**src/rtl/audio_pkg.sv**
```systemverilog
// Shared audio-path definitions: default sample width, channel encoding and the I2S receive states.
package audio_pkg;

  localparam int I2S_DATA_W = 24;

  localparam logic LEFT  = 1'b0;
  localparam logic RIGHT = 1'b1;

  typedef enum logic [1:0] {
    IDLE,
    SKIP,
    SHIFT,
    PAD
  } rx_state_t;

endpackage

```
**src/rtl/i2s_rx_if.sv**
```systemverilog
// Sample-pair handshake between the I2S receiver (master) and the synth/mixer consumer (slave).
interface i2s_rx_if
  import audio_pkg::*;
#(
  parameter int DATA_W = I2S_DATA_W
);

  logic [DATA_W-1:0] sample_l;
  logic [DATA_W-1:0] sample_r;
  logic              sample_valid;
  logic              sample_ready;
  logic              overflow;
  logic              frame_err;

  modport master (
    output sample_l,
    output sample_r,
    output sample_valid,
    output overflow,
    output frame_err,
    input  sample_ready
  );

  modport slave (
    input  sample_l,
    input  sample_r,
    input  sample_valid,
    input  overflow,
    input  frame_err,
    output sample_ready
  );

endinterface

```
**src/rtl/sig_sync.sv**
```systemverilog
// Multi-flop synchroniser for an asynchronous pad, with single-cycle rise/fall pulses on the synchronised level.
module sig_sync
  import audio_pkg::*;
#(
  parameter int STAGES = 2
) (
  input  logic clk,
  input  logic rst_n,
  input  logic d_i,
  output logic q_o,
  output logic rise_o,
  output logic fall_o
);

  logic [STAGES-1:0] sync_q;
  logic              prev_q;

  always_ff @(posedge clk or negedge rst_n) begin
    if (!rst_n) begin
      sync_q <= '0;
      prev_q <= 1'b0;
    end else begin
      sync_q <= {sync_q[STAGES-2:0], d_i};
      prev_q <= sync_q[STAGES-1];
    end
  end

  assign q_o    = sync_q[STAGES-1];
  assign rise_o = sync_q[STAGES-1] & ~prev_q;
  assign fall_o = ~sync_q[STAGES-1] & prev_q;

endmodule

```
**src/rtl/i2s_rx.sv**
```systemverilog
// Slave-mode I2S receiver: follows external SCLK/LRCK, deserialises SDIN and presents one
// stereo pair per frame on a valid/ready handshake, flagging dropped pairs and short slots.
module i2s_rx
  import audio_pkg::*;
#(
  parameter int DATA_W      = I2S_DATA_W,
  parameter int SYNC_STAGES = 2
) (
  input  logic     clk,
  input  logic     rst_n,
  input  logic     sclk_in,
  input  logic     lrck_in,
  input  logic     sdin,
  i2s_rx_if.master rx
);

  localparam int CNT_W = $clog2(DATA_W);

  logic                   sclkS;
  logic                   bitEvent;
  logic                   lrckS;
  logic                   sdinS;
  logic [SYNC_STAGES-1:0] sdinSync_q;

  rx_state_t              state_q;
  logic [CNT_W-1:0]       bitCnt_q;
  logic                   chan_q;
  logic                   lrckPrev_q;
  logic [DATA_W-1:0]      shift_q;
  logic [DATA_W-1:0]      leftHold_q;
  logic                   leftValid_q;
  logic                   pairDone_q;
  logic                   frameErr_q;
  logic [DATA_W-1:0]      sampleL_q;
  logic [DATA_W-1:0]      sampleR_q;
  logic                   valid_q;
  logic                   overflow_q;

  logic [DATA_W-1:0]      word_d;
  logic                   lrckChg;

  sig_sync #(.STAGES(SYNC_STAGES)) uSclkSync (
    .clk    (clk),
    .rst_n  (rst_n),
    .d_i    (sclk_in),
    .q_o    (sclkS),
    .rise_o (bitEvent),
    .fall_o ()
  );

  sig_sync #(.STAGES(SYNC_STAGES)) uLrckSync (
    .clk    (clk),
    .rst_n  (rst_n),
    .d_i    (lrck_in),
    .q_o    (lrckS),
    .rise_o (),
    .fall_o ()
  );

  // sdin goes through the same depth as sclk so it lines up with the bit event.
  always_ff @(posedge clk or negedge rst_n) begin
    if (!rst_n) begin
      sdinSync_q <= '0;
    end else begin
      sdinSync_q <= {sdinSync_q[SYNC_STAGES-2:0], sdin};
    end
  end

  assign sdinS   = sdinSync_q[SYNC_STAGES-1];
  assign word_d  = {shift_q[DATA_W-2:0], sdinS};
  assign lrckChg = lrckS != lrckPrev_q;

  // The bit event on which LRCK is seen to change is itself the one-bit delay slot, so SKIP
  // means "delay consumed, MSB comes next" and handles the MSB exactly like SHIFT.
  always_ff @(posedge clk or negedge rst_n) begin
    if (!rst_n) begin
      state_q     <= IDLE;
      bitCnt_q    <= '0;
      chan_q      <= LEFT;
      lrckPrev_q  <= 1'b0;
      shift_q     <= '0;
      leftHold_q  <= '0;
      leftValid_q <= 1'b0;
      pairDone_q  <= 1'b0;
      frameErr_q  <= 1'b0;
    end else begin
      pairDone_q <= 1'b0;
      frameErr_q <= 1'b0;
      if (bitEvent) begin
        lrckPrev_q <= lrckS;
        case (state_q)
          IDLE: begin
            if (lrckChg && (lrckS == LEFT)) begin
              chan_q   <= LEFT;
              bitCnt_q <= '0;
              state_q  <= SKIP;
            end
          end
          SKIP, SHIFT: begin
            if (lrckChg) begin
              frameErr_q <= 1'b1;
              if (chan_q == LEFT) begin
                leftValid_q <= 1'b0;
              end
              chan_q   <= lrckS;
              bitCnt_q <= '0;
              state_q  <= SKIP;
            end else begin
              shift_q <= word_d;
              if (bitCnt_q == CNT_W'(DATA_W - 1)) begin
                if (chan_q == LEFT) begin
                  leftHold_q  <= word_d;
                  leftValid_q <= 1'b1;
                end else if (leftValid_q) begin
                  pairDone_q  <= 1'b1;
                  leftValid_q <= 1'b0;
                end
                state_q <= PAD;
              end else begin
                bitCnt_q <= bitCnt_q + 1'b1;
                state_q  <= SHIFT;
              end
            end
          end
          PAD: begin
            if (lrckChg) begin
              chan_q   <= lrckS;
              bitCnt_q <= '0;
              state_q  <= SKIP;
            end
          end
          default: state_q <= IDLE;
        endcase
      end
    end
  end

  // The right word stays in shift_q until the next bit event, which is at least 4 clk away.
  always_ff @(posedge clk or negedge rst_n) begin
    if (!rst_n) begin
      sampleL_q  <= '0;
      sampleR_q  <= '0;
      valid_q    <= 1'b0;
      overflow_q <= 1'b0;
    end else begin
      overflow_q <= 1'b0;
      if (pairDone_q) begin
        if (!valid_q || rx.sample_ready) begin
          sampleL_q <= leftHold_q;
          sampleR_q <= shift_q;
          valid_q   <= 1'b1;
        end else begin
          overflow_q <= 1'b1;
        end
      end else if (valid_q && rx.sample_ready) begin
        valid_q <= 1'b0;
      end
    end
  end

  assign rx.sample_l     = sampleL_q;
  assign rx.sample_r     = sampleR_q;
  assign rx.sample_valid = valid_q;
  assign rx.overflow     = overflow_q;
  assign rx.frame_err    = frameErr_q;

endmodule
```
**src/flat_wrapper.sv**
```systemverilog
// flat-port wrapper written by rule: the top's interface ports become plain ports
module i2s_rx_flat import audio_pkg::*;
#(
  parameter int DATA_W      = I2S_DATA_W,
  parameter int SYNC_STAGES = 2
)
  (clk, rst_n, sclk_in, lrck_in, sdin, rx_sample_l, rx_sample_r, rx_sample_valid, rx_overflow, rx_frame_err, rx_sample_ready);
  i2s_rx_if #(.DATA_W(DATA_W)) rx_i ();
  input  logic clk;
  input  logic rst_n;
  input  logic sclk_in;
  input  logic lrck_in;
  input  logic sdin;
  output wire logic [$bits(rx_i.sample_l)-1:0] rx_sample_l;
  output wire logic [$bits(rx_i.sample_r)-1:0] rx_sample_r;
  output wire logic [$bits(rx_i.sample_valid)-1:0] rx_sample_valid;
  output wire logic [$bits(rx_i.overflow)-1:0] rx_overflow;
  output wire logic [$bits(rx_i.frame_err)-1:0] rx_frame_err;
  input wire logic [$bits(rx_i.sample_ready)-1:0] rx_sample_ready;
  assign rx_sample_l = rx_i.sample_l;
  assign rx_sample_r = rx_i.sample_r;
  assign rx_sample_valid = rx_i.sample_valid;
  assign rx_overflow = rx_i.overflow;
  assign rx_frame_err = rx_i.frame_err;
  assign rx_i.sample_ready = rx_sample_ready;
  i2s_rx #(.DATA_W(DATA_W), .SYNC_STAGES(SYNC_STAGES)) u_core (.clk(clk), .rst_n(rst_n), .sclk_in(sclk_in), .lrck_in(lrck_in), .sdin(sdin), .rx(rx_i));
endmodule
```
**config.mk**
```make
export PLATFORM = sky130hd
export DESIGN_NAME = i2s_rx_flat
export DESIGN_NICKNAME = d
export VERILOG_FILES = /design/src/rtl/audio_pkg.sv /design/src/rtl/i2s_rx_if.sv /design/src/rtl/sig_sync.sv /design/src/rtl/i2s_rx.sv /design/src/flat_wrapper.sv
export SDC_FILE = /design/constraint.sdc
export NUM_CORES = 1
export LEC_CHECK = 0
export CAP_MARGIN = 20
export CORE_ASPECT_RATIO = 0.6
export CORE_MARGIN = 5
export CORE_UTILIZATION = 35
export CTS_CLUSTER_DIAMETER = 120
export DETAILED_ROUTE_END_ITERATION = 7
export PLACE_DENSITY_LB_ADDON = 0.3
export SLEW_MARGIN = 20
export SYNTH_ARGS = -nofsm -noshare
export SYNTH_HDL_FRONTEND = slang
export SYNTH_SLANG_ARGS = --single-unit
```
**constraint.sdc**
```tcl
create_clock -name clk -period 5.4 [get_ports clk]
set_clock_uncertainty 0.15 [all_clocks]
set_input_delay 1.08 -clock clk [delete_from_list [all_inputs] [get_ports clk]]
set_output_delay 1.08 -clock clk [all_outputs]
set_load 0.01 [all_outputs]
```
**Word-level counts from Yosys, hierarchy flattened**

Index checks and enable logic that the tools add are counted.

- Register bits after elaboration: 117
- Bits in latches: 0
- Bits in writable memories: 0
- Bits in read-only memories: 0
- Input bits: 6
- Output and inout bits: 51
- Memories kept: 0

- Add/sub/neg operators: 1
- Multipliers: 0
- Div/mod/pow operators: 0
- Order comparisons: 0
- Eq/ne operators: 11
- Shift-type cells: 0
- Mux-type cells: 31
- Bitwise operators: 5
- Reduce and logical (&&, ||, !) cells: 17

Operators by type and width:

| operator | count |
|---|---|
| $mux W1 | 21 |
| $mux W5 | 4 |
| $pmux W5 S3 | 1 |
| $reduce_and A3 Y1 | 3 |
| $reduce_and A4 Y1 | 2 |
| $mux W2 | 3 |
| $ne A2 B1 Y1 const B | 3 |
| $pmux W2 S3 | 1 |
| $add A5 B1 Y5 const B | 1 |
| $eq A5 B5 Y1 const B | 1 |
| $reduce_and A5 Y1 | 1 |
| $eq A2 B2 Y1 const B | 2 |
| $ne A2 B2 Y1 const B | 2 |
| $not A1 Y1 | 4 |
| $reduce_and A2 Y1 | 2 |
| $reduce_bool A2 Y1 | 2 |
| $ne A3 B2 Y1 const B | 1 |
| $reduce_or A3 Y1 | 1 |
| $eq A2 B1 Y1 const B | 1 |
| $logic_and A1 B1 Y1 | 2 |
| $logic_not A2 Y1 | 1 |
| $pmux W1 S2 | 1 |
| $reduce_or A2 Y1 | 1 |
| $and A1 B1 Y1 | 1 |
| other kinds (3) | 3 |

**Longest topological paths before layout**

Gate-level depths: netlist of run 1.

- Depth after elaboration: 6
- Gate-level depth with buffers: 9
- Gate-level depth less buffers: 6

**By module**

A second synthesis of run 1 with hierarchy kept.

- Cells, all modules: 283
- Area, all modules: 4539.4 um^2

Modules (own cells, without submodules):

| module | instances | cells each | area an instance (um^2) | sequential area each (um^2) |
|---|---|---|---|---|
| i2s_rx | 1 | 273 | 4359.2 | 2802.7 |
| sig_sync | 2 | 5 | 90.1 | 75.1 |

**Least setup slack after synthesis of run 1**

Ideal clock, no wire load.

- Path kind: input to register
- Start point: input port rx_sample_ready
- End point: register u_core.sampleL_q[14] (netlist: u_core.rx.sample_l[14])
- Library setup time: 0.125 ns
- Data arrival time: 2.088 ns
- Setup slack: 3.037 ns
- Stages: 5
- Buffers on the path: 2
- Cell sequence: nand2b_1 nand2_1 buf_2 buf_2 mux2_2

- Word-level cells in the longest chain between the ends: 2

Ends and longest elaborated chain:

| element | RTL line | source |
|---|---|---|
| from (decl) | flat_wrapper.sv:19 | `input wire logic [$bits(rx_i.sample_ready)-1:0] rx_sample_ready;` |
| $logic_or A1 B1 Y1 | i2s_rx.sv:148 | `if (!valid_q \|\| rx.sample_ready) begin` |
| $reduce_and A2 Y1 (no source line) | -- |  |
| to (signal assigned) | i2s_rx.sv:149 | `sampleL_q <= leftHold_q;` |
| to (decl) | i2s_rx.sv:34 | `logic [DATA_W-1:0] sampleL_q;` |

Every way passes these cells.
A chain may end at the register's enable or synchronous reset.

**Worst setup path in the final report of run 1**

- Start point: register u_core.lrckPrev_q
- End point: register u_core.leftHold_q[17]

- Word-level cells in the longest chain between the ends: 3

Ends and longest elaborated chain:

| element | RTL line | source |
|---|---|---|
| from (decl) | i2s_rx.sv:28 | `logic lrckPrev_q;` |
| from (signal assigned) | i2s_rx.sv:90 | `lrckPrev_q <= lrckS;` |
| $ne A1 B1 Y1 | i2s_rx.sv:71 | `assign lrckChg = lrckS != lrckPrev_q;` |
| $not A1 Y1 (no source line) | -- |  |
| $reduce_and A5 Y1 (no source line) | -- |  |
| to (signal assigned) | i2s_rx.sv:112 | `leftHold_q <= word_d;` |
| to (decl) | i2s_rx.sv:30 | `logic [DATA_W-1:0] leftHold_q;` |

Every way passes these cells.

==> results of run 1 <==
[registers in the layout, summed over array words and instances, names as in the netlist]
| name | cells |
|---|---|
| u_core.leftHold_q | 24 |
| u_core.rx.sample_l | 24 |
| u_core.rx.sample_r | 24 |
| u_core.shift_q | 24 |
| u_core.bitCnt_q | 5 |
| u_core.sdinSync_q | 2 |
| u_core.state_q | 2 |
| u_core.uLrckSync.sync_q | 2 |
| u_core.uSclkSync.sync_q | 2 |
| u_core.chan_q | 1 |
| u_core.leftValid_q | 1 |
| u_core.lrckPrev_q | 1 |
| u_core.pairDone_q | 1 |
| u_core.rx.frame_err | 1 |
| u_core.rx.overflow | 1 |
| u_core.rx.sample_valid | 1 |
| u_core.uSclkSync.prev_q | 1 |
[Yosys cell counts, drive strengths merged]
cell	instances	area [um^2]
clkbuf	2	7.51
nand4b	1	8.76
buf	9	66.3
ha	4	50.1
nor2b	3	18.8
a21boi	1	7.51
a211o	1	8.76
a211oi	1	7.51
nand4	1	6.26
nor3	3	26.3
a31oi	1	6.26
dfrtp	117	2930
a21oi	3	15.0
o31a	1	8.76
nand2b	2	15.0
o21ai	10	50.1
or2	1	6.26
nand2	6	25.0
mux2	96	1120
nor2	5	18.8
o31ai	2	15.0
nand3b	1	7.51
nand3	3	15.0
o22ai	1	6.26
inv	7	26.3
[routing by layer]
layer,up-vias,GRT usage [%],routed length [um]
li1,1131,-,-
met3,6,4.05,369
met2,42,15.9,3530
met1,1261,16.0,4050
met4,0,4.64,65
met5,-,0,0
[worst register-to-register path, delay by kind of cell, from the launching register on]
family,cells,cell delay (ps)
AND/OR/NAND/NOR,3,940
adder cells (fa/ha/maj),1,450
buffers and inverters,1,390
flip-flops,1,380
multiplexers,1,370
[area by class of cell]
| type | count | area, um^2 |
|---|---|---|
| flip-flops and latches | 117 | 2930 |
| repair buffers | 60 | 588 |
| well taps | 170 | 213 |
| multi-input cells | 147 | 1450 |
| clock inverters | 10 | 106 |
| fillers | 1119 | 6930 |
| clock buffers | 22 | 454 |
| inverters | 7 | 26.3 |
[stage by stage]
step / total power, mW / hold WS, ps
floorplan: 1.09 / 181
global placement: 1.14 / 187
detailed placement: 1.15 / 186
CTS: 2.22 / 198
global route: 2.28 / 198
finish: 2.19 / 196
[path summary, 6_finish.rpt]
path | slack [ps] | end | from
worst max-delay path | 2610 | u_core.leftHold_q[17] | u_core.lrckPrev_q
worst min-delay path | 200 | u_core.sdinSync_q[1] | u_core.sdinSync_q[0]
worst max register to register | 2610 | u_core.leftHold_q[17] | u_core.lrckPrev_q
worst min register to register | 200 | u_core.sdinSync_q[1] | u_core.sdinSync_q[0]
max in group asynchronous | 3580 | u_core.leftHold_q[3] | rst_n
min in group asynchronous | 580 | u_core.rx.sample_l[20] | rst_n
[logic make-up (layout without fill, tap and decap cells)]
| group | Yosys count | after routing | share of synthesized area (%) |
|---|---|---|---|
| compound gates | 21 | 21 | 2.80 |
| fa+ha+maj | 4 | 4 | 1.12 |
| buf+inv | 18 | 99 | 2.24 |
| flops | 117 | 117 | 65.5 |
| mux | 96 | 96 | 25.0 |
| simple gates | 26 | 26 | 3.30 |
[power groups by stage]
stage	combinational, mW	sequential, mW	clock [mW]
after floorplan	0.121	0.970	0
after global placement	0.160	0.981	0
after detailed placement	0.165	0.984	0
after CTS	0.166	0.969	1.08
after global routing	0.189	0.975	1.12
final	0.164	0.969	1.06
==> impl_metrics.yaml, run 1 <==
layout:
  stdcell_area_um2: 5760
  area_growth_pct: 29.0
  drive_above_1_share_pct: 36.6
  diodes: 0
  nNetsFinal: 360
  layout_common_cells: "117 x dfrtp_1, 86 x mux2_2, 55 x clkdlybuf4s50_1"
  mostFrequentLayoutCell: "dfrtp_1"
  final_util_pct: 45.4
  stdcell_count: 533
synth:
  ys_types: 31
  avgSynthCellArea_um2: 15.8
  synth_seq_area_share_pct: 65.5
  syn-cell-area_um2: 4470
  syn_nets: 292
  yosysWarnings: 0
  synthCells: 282
  ys_seq_elements: 117
clock_network:
  root_buffer: "clkbuf_16"
  htree_num_levels: 4
  cts-buffers-inserted: 17
  cts_tree: "done"
  ctsResizeCount: 0
  clk-insertion-delay-late_ps: 390
  cts_sinks: 117
  postCtsHoldBufs: 0
  clkTransAtPathRegs_ps: 50
  clockBufferDepth: 2
  post_cts_buffers: 0
critical_path:
  crit_type: "reg2reg"
  slowest_stage: "nor3_4"
  crit_path_cell_trace: "ha_1, nand2_2, or2_1, nor3_4, buf_4, mux2_2"
  max_stage_delay_ps: 550
  startpoint_type: "flop"
  crit_fanout: 14
  rr_worst_depth: 6
  end_kind: "flop"
  crit_family: "simple AND/OR/NAND/NOR gates"
  arrival_ps: 2920
  crit_required_ps: 5520
  cp_num_buf_inv: 1
  path_depth: 6
global_route:
  grt.overflow.total: 0
  grt_max_degree: 54
  grt_pass1_wl_um: 13700
  grt_pass1_vias: 2680
  grtUsageTotal_pct: 11.4
  antenna_found_initial: 0
hold_path:
  hold_depth: 0
  hp-class: "reg2reg"
power_and_ir_drop:
  p_int_mw: 1.68
  p_sw_uw: 507
  power_density_nw_per_um2: 380
  p_leak_nw: 2.79
  comb_power_share_pct: 7.5
  seqPwrFrac_pct: 44.3
  irDropWorstVdd_mv: 0.203
  swShare_pct: 23.2
  pwr-share-clk_pct: 48.2
floorplan:
  fp.dieW_um: 156
  die_y_um: 97.5
  rows: 32
  design.core.area_um2: 12700
  io_pins: 57
  initial_utilization_pct: 35.2
  die_area_um2: 15200
routing:
  wl_per_cell_um: 15.0
  route.detailed.drc: 0
  vias: 2440
  drt_iter0_drc: 89
  vias_per_cell: 4.58
  routed_wirelength_um: 8010
  ant_nets: 0
  drt_pre_antenna_iters: 4
job:
  drv_cap: 0
placed_design:
  dp_cells: 501
  post-place-ws_ps: 2440
  dp_hpwl_um: 5010
  io_buffers: 56
  gp_congestion: 0.683
  placed_area_um2: 5200
sta:
  worst_pin_slew_ps: 695
  tns_ps: 0
  finalSetupViolations: 0
  fin_crit_sh_pct: 51.7
  setup_slack_ps: 2610
  rsz0062_at_grt: "no"
  slew_headroom_pct: 53.5
  period_minus_slack_ps: 2790
  slew_viol_final: 0
  fmax_ghz: 0.358
  hold_viol_final: 0
status:
  status: "finished, final reports clean"
(Power assumes the default switching activity.)
==> run 2, diff against run 1 <==
Clock period 5.4 ns to 2.9 ns, I/O delays scaled along.
==> impl_metrics.yaml, run 2 (synthesized netlist as in run 1, its figures left out) <==
global_route:
  grt_pass1_vias: 2705
  antenna_found_initial: 0
  grtUsageTotal_pct: 11.8
  grt_max_degree: 61
  grt_pass1_wl_um: 13900
  grt.overflow.total: 0
sta:
  fin_crit_sh_pct: 79.4
  hold_viol_final: 0
  worst_pin_slew_ps: 446
  setup_slack_ps: 596
  rsz0062_at_grt: "no"
  finalSetupViolations: 0
  slew_viol_final: 0
  fmax_ghz: 0.434
  tns_ps: 0
  period_minus_slack_ps: 2300
  slew_headroom_pct: 70.1
clock_network:
  root_buffer: "clkbuf_16"
  clockBufferDepth: 2
  cts_sinks: 117
  htree_num_levels: 4
  cts_tree: "done"
  cts-buffers-inserted: 17
  clkTransAtPathRegs_ps: 50
  clk-insertion-delay-late_ps: 410
floorplan:
  die_y_um: 97.5
  rows: 32
  io_pins: 57
  design.core.area_um2: 12700
  die_area_um2: 15200
  fp.dieW_um: 156
  initial_utilization_pct: 35.2
layout:
  area_growth_pct: 29.8
  fillCellCount: 1123
  mostFrequentLayoutCell: "dfrtp_1"
  diodes: 0
  stdcell_count: 535
  nNetsFinal: 362
  layout_common_cells: "117 x dfrtp_1, 86 x mux2_2, 55 x clkdlybuf4s50_1"
  stdcell_area_um2: 5800
  drive_above_1_share_pct: 37.0
critical_path:
  crit_family: "simple AND/OR/NAND/NOR gates"
  slowest_stage: "ha_1"
  crit_type: "reg2reg"
  arrival_ps: 2440
  end_kind: "flop"
  startpoint_type: "flop"
  crit_fanout: 24
  crit_required_ps: 3040
  max_stage_delay_ps: 450
  cp_num_buf_inv: 2
  crit_path_cell_trace: "inv_1, ha_1, nand2_2, or2_1, nor3_4, buf_12, mux2_2"
job:
  drv_cap: 0
routing:
  wl_per_cell_um: 15.5
  vias_per_cell: 4.62
  drt_iter0_drc: 67
  vias: 2472
  route.detailed.drc: 0
  ant_nets: 0
  routed_wirelength_um: 8310
  drt_pre_antenna_iters: 4
placed_design:
  placed_area_um2: 5240
  dp_hpwl_um: 5060
  post-place-ws_ps: 604
  gp_congestion: 0.677
  dp_cells: 502
  io_buffers: 56
power_and_ir_drop:
  p_leak_nw: 2.81
  power_density_nw_per_um2: 695
  irDropWorstVdd_mv: 0.517
  power_mw: 4.03
status:
  status: "finished, final reports clean"
hold_path:
  hp-class: "reg2reg"
==> run 2: layout make-up <==
type | count | area (um^2) | share of cell area, %
well taps | 170 | 213 | 3.67
inverters | 7 | 26.3 | 0.453
repair buffers | 62 | 643 | 11.1
flip-flops and latches | 117 | 2930 | 50.5
clock buffers | 22 | 464 | 8.00
clock inverters | 10 | 81.3 | 1.40
multi-input cells | 147 | 1440 | 24.9
==> run 2: worst paths after layout <==
check | startpoint | endpoint | slack (ps) | depth (start not counted)
max reg2reg | u_core.uLrckSync.sync_q[1] | u_core.leftHold_q[6] | 600 | 7
min reg2reg | u_core.sdinSync_q[0] | u_core.sdinSync_q[1] | 200 | 0
min | u_core.sdinSync_q[0] | u_core.sdinSync_q[1] | 200 | 0
min in group asynchronous | rst_n | u_core.leftHold_q[20] | 480 | 2
max in group asynchronous | rst_n | u_core.shift_q[8] | 1380 | 3
max | u_core.uLrckSync.sync_q[1] | u_core.leftHold_q[6] | 600 | 7
==> run 2: timing repair <==
action                    4_1_cts  5_1_grt
gates resized for setup         0        0
buffers inserted                0        0
hold buffers                    1        0
hold endpoints to repair       26        0
==> run 2: per-layer routing <==
layer  wire, um  track usage (%)
met2       3630             16.9
met5          0                0
met4        111             4.98
met1       4080             15.8
met3        494             4.63
==> run 2: where the power goes <==
group | internal (mW) | switching, mW
clock | 1.21 | 0.703
combinational | 0.134 | 0.176
sequential | 1.72 | 0.0848
total | 3.07 | 0.964
==> run 2: per-stage QoR <==
stage / util, % / hold WS, ps
after CTS: 45.7 / 198
after detailed placement: 41.3 / 186
after floorplan: - / 134
after global placement: 41.3 / 185
after global routing: 45.7 / 206
final: 45.7 / 195
